==> config.mk <==
export PLATFORM = sky130hd
export DESIGN_NAME = loop_ctrl
export DESIGN_NICKNAME = d
export VERILOG_FILES = /design/src/rtl/loop_ctrl_pkg.sv /design/src/rtl/loop_index_counter.sv /design/src/rtl/loop_ctrl.sv
export SDC_FILE = /design/constraint.sdc
export NUM_CORES = 1
export LEC_CHECK = 0
export BUFFER_PORTS_ARGS = -buffer_cell sky130_fd_sc_hd__buf_2
export CAP_MARGIN = 20
export CELL_PAD_IN_SITES_DETAIL_PLACEMENT = 1
export CELL_PAD_IN_SITES_GLOBAL_PLACEMENT = 2
export CORE_ASPECT_RATIO = 1.5
export CORE_MARGIN = 8
export CORE_UTILIZATION = 30
export DETAILED_ROUTE_END_ITERATION = 7
export GPL_TIMING_DRIVEN = 0
export PLACE_DENSITY_LB_ADDON = 0.12
export SETUP_SLACK_MARGIN = 0.15
export SLEW_MARGIN = 20
export SYNTH_ARGS = -nofsm -noshare
export SYNTH_HDL_FRONTEND = slang
export SYNTH_SLANG_ARGS = --single-unit
==> constraint.sdc <==
create_clock -name clk -period 1.5 [get_ports clk]
set_input_delay 0.075 -clock clk [delete_from_list [all_inputs] [get_ports clk]]
set_output_delay 0.075 -clock clk [all_outputs]
set_load 0.05 [all_outputs]
==> src/rtl/loop_ctrl_pkg.sv <==
// Shared constants for the iteration controller: FSM state encoding and default iteration count.
package loop_ctrl_pkg;

    localparam int unsigned M_ITER = 97;

    localparam int unsigned ST_W = 2;

    localparam logic [1:0] ST_IDLE  = 2'd0;
    localparam logic [1:0] ST_ISSUE = 2'd1;
    localparam logic [1:0] ST_WAIT  = 2'd2;
    localparam logic [1:0] ST_DONE  = 2'd3;

endpackage : loop_ctrl_pkg

==> src/rtl/loop_index_counter.sv <==
// Iteration index counter: synchronous clear, saturating increment, registered at-last flag.
module loop_index_counter
    import loop_ctrl_pkg::*;
#(
    parameter int unsigned COUNT = M_ITER,
    parameter int unsigned IW    = 7
) (
    input  logic          clk,
    input  logic          reset,
    input  logic          clr_i,
    input  logic          inc_i,
    output logic [IW-1:0] idx_o,
    output logic          at_last_o
);

    localparam logic [IW-1:0] LAST = IW'(COUNT - 1);

    logic [IW-1:0] idx_q;
    logic [IW-1:0] idx_d;
    logic          at_last_q;

    // Next index: clear wins; increment stops at the last index so a run never wraps.
    always_comb begin
        idx_d = idx_q;
        if (clr_i) begin
            idx_d = '0;
        end else if (inc_i && !at_last_q) begin
            idx_d = idx_q + IW'(1);
        end
    end

    // Index and at-last flag registers; the flag tracks idx_d so it is valid alongside idx_q.
    always_ff @(posedge clk or posedge reset) begin
        if (reset) begin
            idx_q     <= '0;
            at_last_q <= (LAST == '0);
        end else begin
            idx_q     <= idx_d;
            at_last_q <= (idx_d == LAST);
        end
    end

    assign idx_o     = idx_q;
    assign at_last_o = at_last_q;

endmodule : loop_index_counter

==> src/rtl/loop_ctrl.sv <==
// Iteration controller: on a start pulse, issues COUNT go pulses to the datapath,
// each gated by the datapath's completion pulse, then holds a done level.
module loop_ctrl
    import loop_ctrl_pkg::*;
#(
    parameter int unsigned COUNT = M_ITER,
    parameter int unsigned IW    = 7
) (
    input  logic          clk,
    input  logic          reset,
    input  logic          start,
    input  logic          op_done,
    output logic          op_go,
    output logic [IW-1:0] idx,
    output logic          busy,
    output logic          done
);

    generate
        if (COUNT < 1 || (64'(1) << IW) < 64'(COUNT)) begin : g_bad_params
            $error("loop_ctrl: COUNT must be >= 1 and fit in IW bits");
        end
    endgenerate

    logic [ST_W-1:0] state_q;
    logic [ST_W-1:0] state_d;
    logic            op_go_q;
    logic            op_go_d;
    logic            busy_q;
    logic            busy_d;
    logic            done_q;
    logic            done_d;
    logic            idx_clr;
    logic            idx_inc;
    logic            at_last;

    loop_index_counter #(
        .COUNT (COUNT),
        .IW    (IW)
    ) u_idx (
        .clk       (clk),
        .reset     (reset),
        .clr_i     (idx_clr),
        .inc_i     (idx_inc),
        .idx_o     (idx),
        .at_last_o (at_last)
    );

    // Next-state and counter control; outputs are decoded from the next state so they register cleanly.
    always_comb begin
        state_d = state_q;
        idx_clr = 1'b0;
        idx_inc = 1'b0;
        case (state_q)
            ST_IDLE: begin
                if (start) begin
                    state_d = ST_ISSUE;
                    idx_clr = 1'b1;
                end
            end
            ST_ISSUE: begin
                state_d = ST_WAIT;
            end
            ST_WAIT: begin
                if (op_done) begin
                    if (at_last) begin
                        state_d = ST_DONE;
                    end else begin
                        state_d = ST_ISSUE;
                        idx_inc = 1'b1;
                    end
                end
            end
            ST_DONE: begin
                if (start) begin
                    state_d = ST_ISSUE;
                    idx_clr = 1'b1;
                end
            end
            default: begin
                state_d = ST_IDLE;
            end
        endcase

        op_go_d = (state_d == ST_ISSUE);
        busy_d  = (state_d == ST_ISSUE) || (state_d == ST_WAIT);
        done_d  = (state_d == ST_DONE);
    end

    // State and output registers; reset abandons any run immediately.
    always_ff @(posedge clk or posedge reset) begin
        if (reset) begin
            state_q <= ST_IDLE;
            op_go_q <= 1'b0;
            busy_q  <= 1'b0;
            done_q  <= 1'b0;
        end else begin
            state_q <= state_d;
            op_go_q <= op_go_d;
            busy_q  <= busy_d;
            done_q  <= done_d;
        end
    end

    assign op_go = op_go_q;
    assign busy  = busy_q;
    assign done  = done_q;

endmodule : loop_ctrl

==> results.py <==
metrics = {
    "run_status": {
        "outcome": "complete, but fails checks",
        "violations": "setup timing",
    },
    "critical_path": {
        "crit_fanout": 5,
        "worst-r2r-cell-count": 7,
        "worstSetupPathType": "reg -> reg",
        "critPathCapture": "u_idx.at_last_o",
        "crit_path_start_kind": "flop",
        "crit_start": "state_q[1]",
        "r2r_setup_slack_ns": -0.10,
        "end_kind": "flop",
        "rr_endpoint": "u_idx.at_last_o",
        "r2r_start": "state_q[1]",
        "arrival_ns": 1.77,
        "required_ns": 1.67,
    },
    "power": {
        "design_power_total_w": 0.00203,
        "clkPwrFrac": 0.100,
        "cell_internal_pwr_w": 0.00116,
        "p_leak_nw": 0.568,
        "seq_power_share": 0.265,
        "swShare": 0.431,
        "power_density_nw_per_um2": 1800,
        "ir_drop_v": 0.000922,
        "p_switching_w": 0.000876,
        "pwr-share-comb": 0.635,
    },
    "finish": {
        "final_common_cell": "buf_2",
        "diodes": 0,
        "layout_common_cells": "buf_2 (13), buf_4 (9), xor2_1 (8), nor2_1 (8), dfrtp_1 (8)",
        "layout-drive-gt1-share": 0.592,
        "syn_to_final_growth_pct": 53.6,
        "fillers": 269,
        "nets": 108,
        "layout.cells.non_filler": 122,
    },
    "yosys": {
        "ys_seq_area_frac": 0.442,
        "synth_top_family_by_area": "simple AND/OR/NAND/NOR gates",
        "synth_top_cell_by_area": "dfrtp_1",
        "synthesis.area_um2": 736,
        "yosysTopAreaCellShare": 0.442,
        "synth_xor_area_frac": 0.107,
        "netlist-cell-type-count": 24,
        "yosysWarnings": 0,
        "synth_compound_area_frac": 0.0612,
        "synthCells": 68,
        "yosys-top-cells-area": "dfrtp_1 (44%), xor2_1 (9.5%), ha_1 (8.5%), nor2_1 (4.1%), buf_6 (3.1%)",
        "synth_simple_gate_area_frac": 0.214,
        "synth_fa_ha_area_frac": 0.0850,
        "avgSynthCellArea_um2": 10.8,
        "ys_ff_latch": 13,
        "synthMuxAreaShare": 0.0340,
        "syn-num-nets": 77,
    },
    "timing": {
        "worst_pin_slew_ns": 0.477,
        "fin_crit_ns": 1.60,
        "max_slew_margin": 0.682,
        "worst_slack_ns": -0.104,
        "max_freq_mhz": 623,
        "hold_viol_final": 0,
        "fin_hold_ws_ns": 0.194,
        "grt_setup_unrepaired": "yes",
        "setup_violations": 8,
        "finClkSkew_ns": 0.00911,
        "slew_viol_final": 0,
        "period_share": 1.07,
    },
    "floorplan": {
        "ioPinCount": 14,
        "dieArea_um2": 4330,
        "coreArea_um2": 2390,
        "die_w_um": 56.4,
        "fp.dieH_um": 76.7,
        "placementRows": 22,
        "initial_utilization": 0.307,
    },
    "placed_design": {
        "dp_hpwl_um": 1220,
        "portBuffers": 13,
        "placed_cells": 105,
        "place_congestion": 0.679,
    },
    "global_routing": {
        "grt_pass1_wl_um": 2860,
        "grt_overflow": 0,
        "antenna_found_initial": 0,
        "grt.total_usage": 0.0783,
        "grt_max_degree": 14,
        "grt_pass1_vias": 592,
    },
    "clocking": {
        "clockRootBuffer": "clkbuf_4",
        "insertion_delay_ns": 0.27,
        "clock_path_buffers": 2,
        "htree_levels": 1,
        "cts-buffers-inserted": 3,
        "cts_tree": "built",
        "clkSinkCount": 13,
        "path_clk_slew_ns": 0.08,
    },
    "detailed_routing": {
        "viasPerCell": 4.93,
        "dr_total_vias": 601,
        "drt-wirelength-per-cell_um": 14.3,
        "drc": 0,
        "drt_iter0_markers": 4,
        "dr.pass1.iters": 2,
        "drt_wl_total_um": 1740,
        "ant_nets": 0,
    },
    "run": {
        "cap_violations": 0,
    },
    "worst_hold_path": {
        "min_path_type": "in -> reg",
    },
}
-- power groups by stage --
stage | combinational (W) | clock (W) | sequential (W)
4_1_cts | 0.00109 | 0.000218 | 0.000529
2_1_floorplan | 0.000440 | 0 | 0.000711
3_3_place_gp | 0.000788 | 0 | 0.000539
6_report | 0.00129 | 0.000203 | 0.000540
5_1_grt | 0.00140 | 0.000225 | 0.000556
3_5_place_dp | 0.000801 | 0 | 0.000541
-- critical path, stage by stage (launching register included) --
cell and delay (ns):
dfrtp_1 0.42, ha_4 0.17, and3b_1 0.16, buf_6 0.13, buf_8 0.12, nor4_4 0.14
a21oi_2 0.08, nor4_4 0.28
-- flip-flops by register name, summed over array words and instances (netlist names) --
signal / cells
busy: 1
done: 1
op_go: 1
state_q: 2
u_idx.at_last_o: 1
u_idx.idx_o: 7
-- area by class of cell --
cell class / instances / area [µm²] / share of cell area
Multi-Input combinational cell: 48 / 497 / 0.440
Tap cell: 24 / 30.0 / 0.0266
Timing Repair Buffer: 26 / 194 / 0.172
Inverter: 5 / 18.8 / 0.0166
Buffer: 2 / 26.3 / 0.0233
Clock buffer: 3 / 22.5 / 0.0199
Clock inverter: 1 / 5.00 / 0.00443
Sequential cell: 13 / 337 / 0.298
-- what timing repair did --
action                                  in CTS  in global routing
buffers inserted                             4                  7
hold buffers                                 1                  0
cloned                                       0                  1
gates resized for setup                     11                 10
hold endpoints to repair                    13                  0
pin swaps                                    6                  4
endpoints found under the setup margin       9                 11
-- cells in the mapped netlist --
master	instances
dfrtp_1	13
nor2_1	8
xor2_1	8
ha_1	5
inv_1	5
nand2_1	4
a21oi_1	3
nand4_1	3
and3_1	2
buf_6	2
o21ai_0	2
a21boi_2	1
a221oi_1	1
and2_2	1
and2b_2	1
and3b_1	1
mux2_4	1
mux2i_1	1
nand4_4	1
nor3b_1	1
nor4_1	1
nor4_2	1
or2b_2	1
xnor2_1	1
-- cell families after synthesis --
group,Yosys count
simple gates,25
flops,13
xor+xnor,9
compound gates,7
buf+inv,7
fa+ha+maj,5
mux,2
-- stage by stage --
| stage | utilization | setup WS, ns | cell area (µm²) | setup TNS (ns) |
|---|---|---|---|---|
| final | 0.472 | -0.104 | 1130 | -0.387 |
| after global routing | 0.472 | -0.174 | 1130 | -0.963 |
| after CTS | 0.421 | -0.146 | 1010 | -0.183 |
| after detailed placement | 0.368 | -0.215 | 881 | -0.359 |
| after global placement | 0.368 | -0.237 | 881 | -0.374 |
| after floorplan | - | -0.111 | 786 | -0.133 |
-- worst min path at each step --
| stage | from | endpoint | slack (ns) | depth (start not counted) |
|---|---|---|---|---|
| 2_1_floorplan | reset | busy | -0.05 | 1 |
| 3_5_place_dp | reset | u_idx.idx_o[1] | 0.12 | 2 |
| 5_1_grt | op_done | state_q[0] | 0.21 | 3 |
| 4_1_cts | op_done | state_q[0] | 0.19 | 3 |
| 6_report | op_done | state_q[0] | 0.19 | 3 |
| 3_3_place_gp | reset | u_idx.idx_o[1] | 0.11 | 2 |
-- metal layers --
metal | routed length, µm | track usage
met1 | 649 | 0.0841
met2 | 974 | 0.135
met4 | 24 | 0.0290
met3 | 92 | 0.0264
met5 | 0 | 0
(Power assumes the default switching activity.)
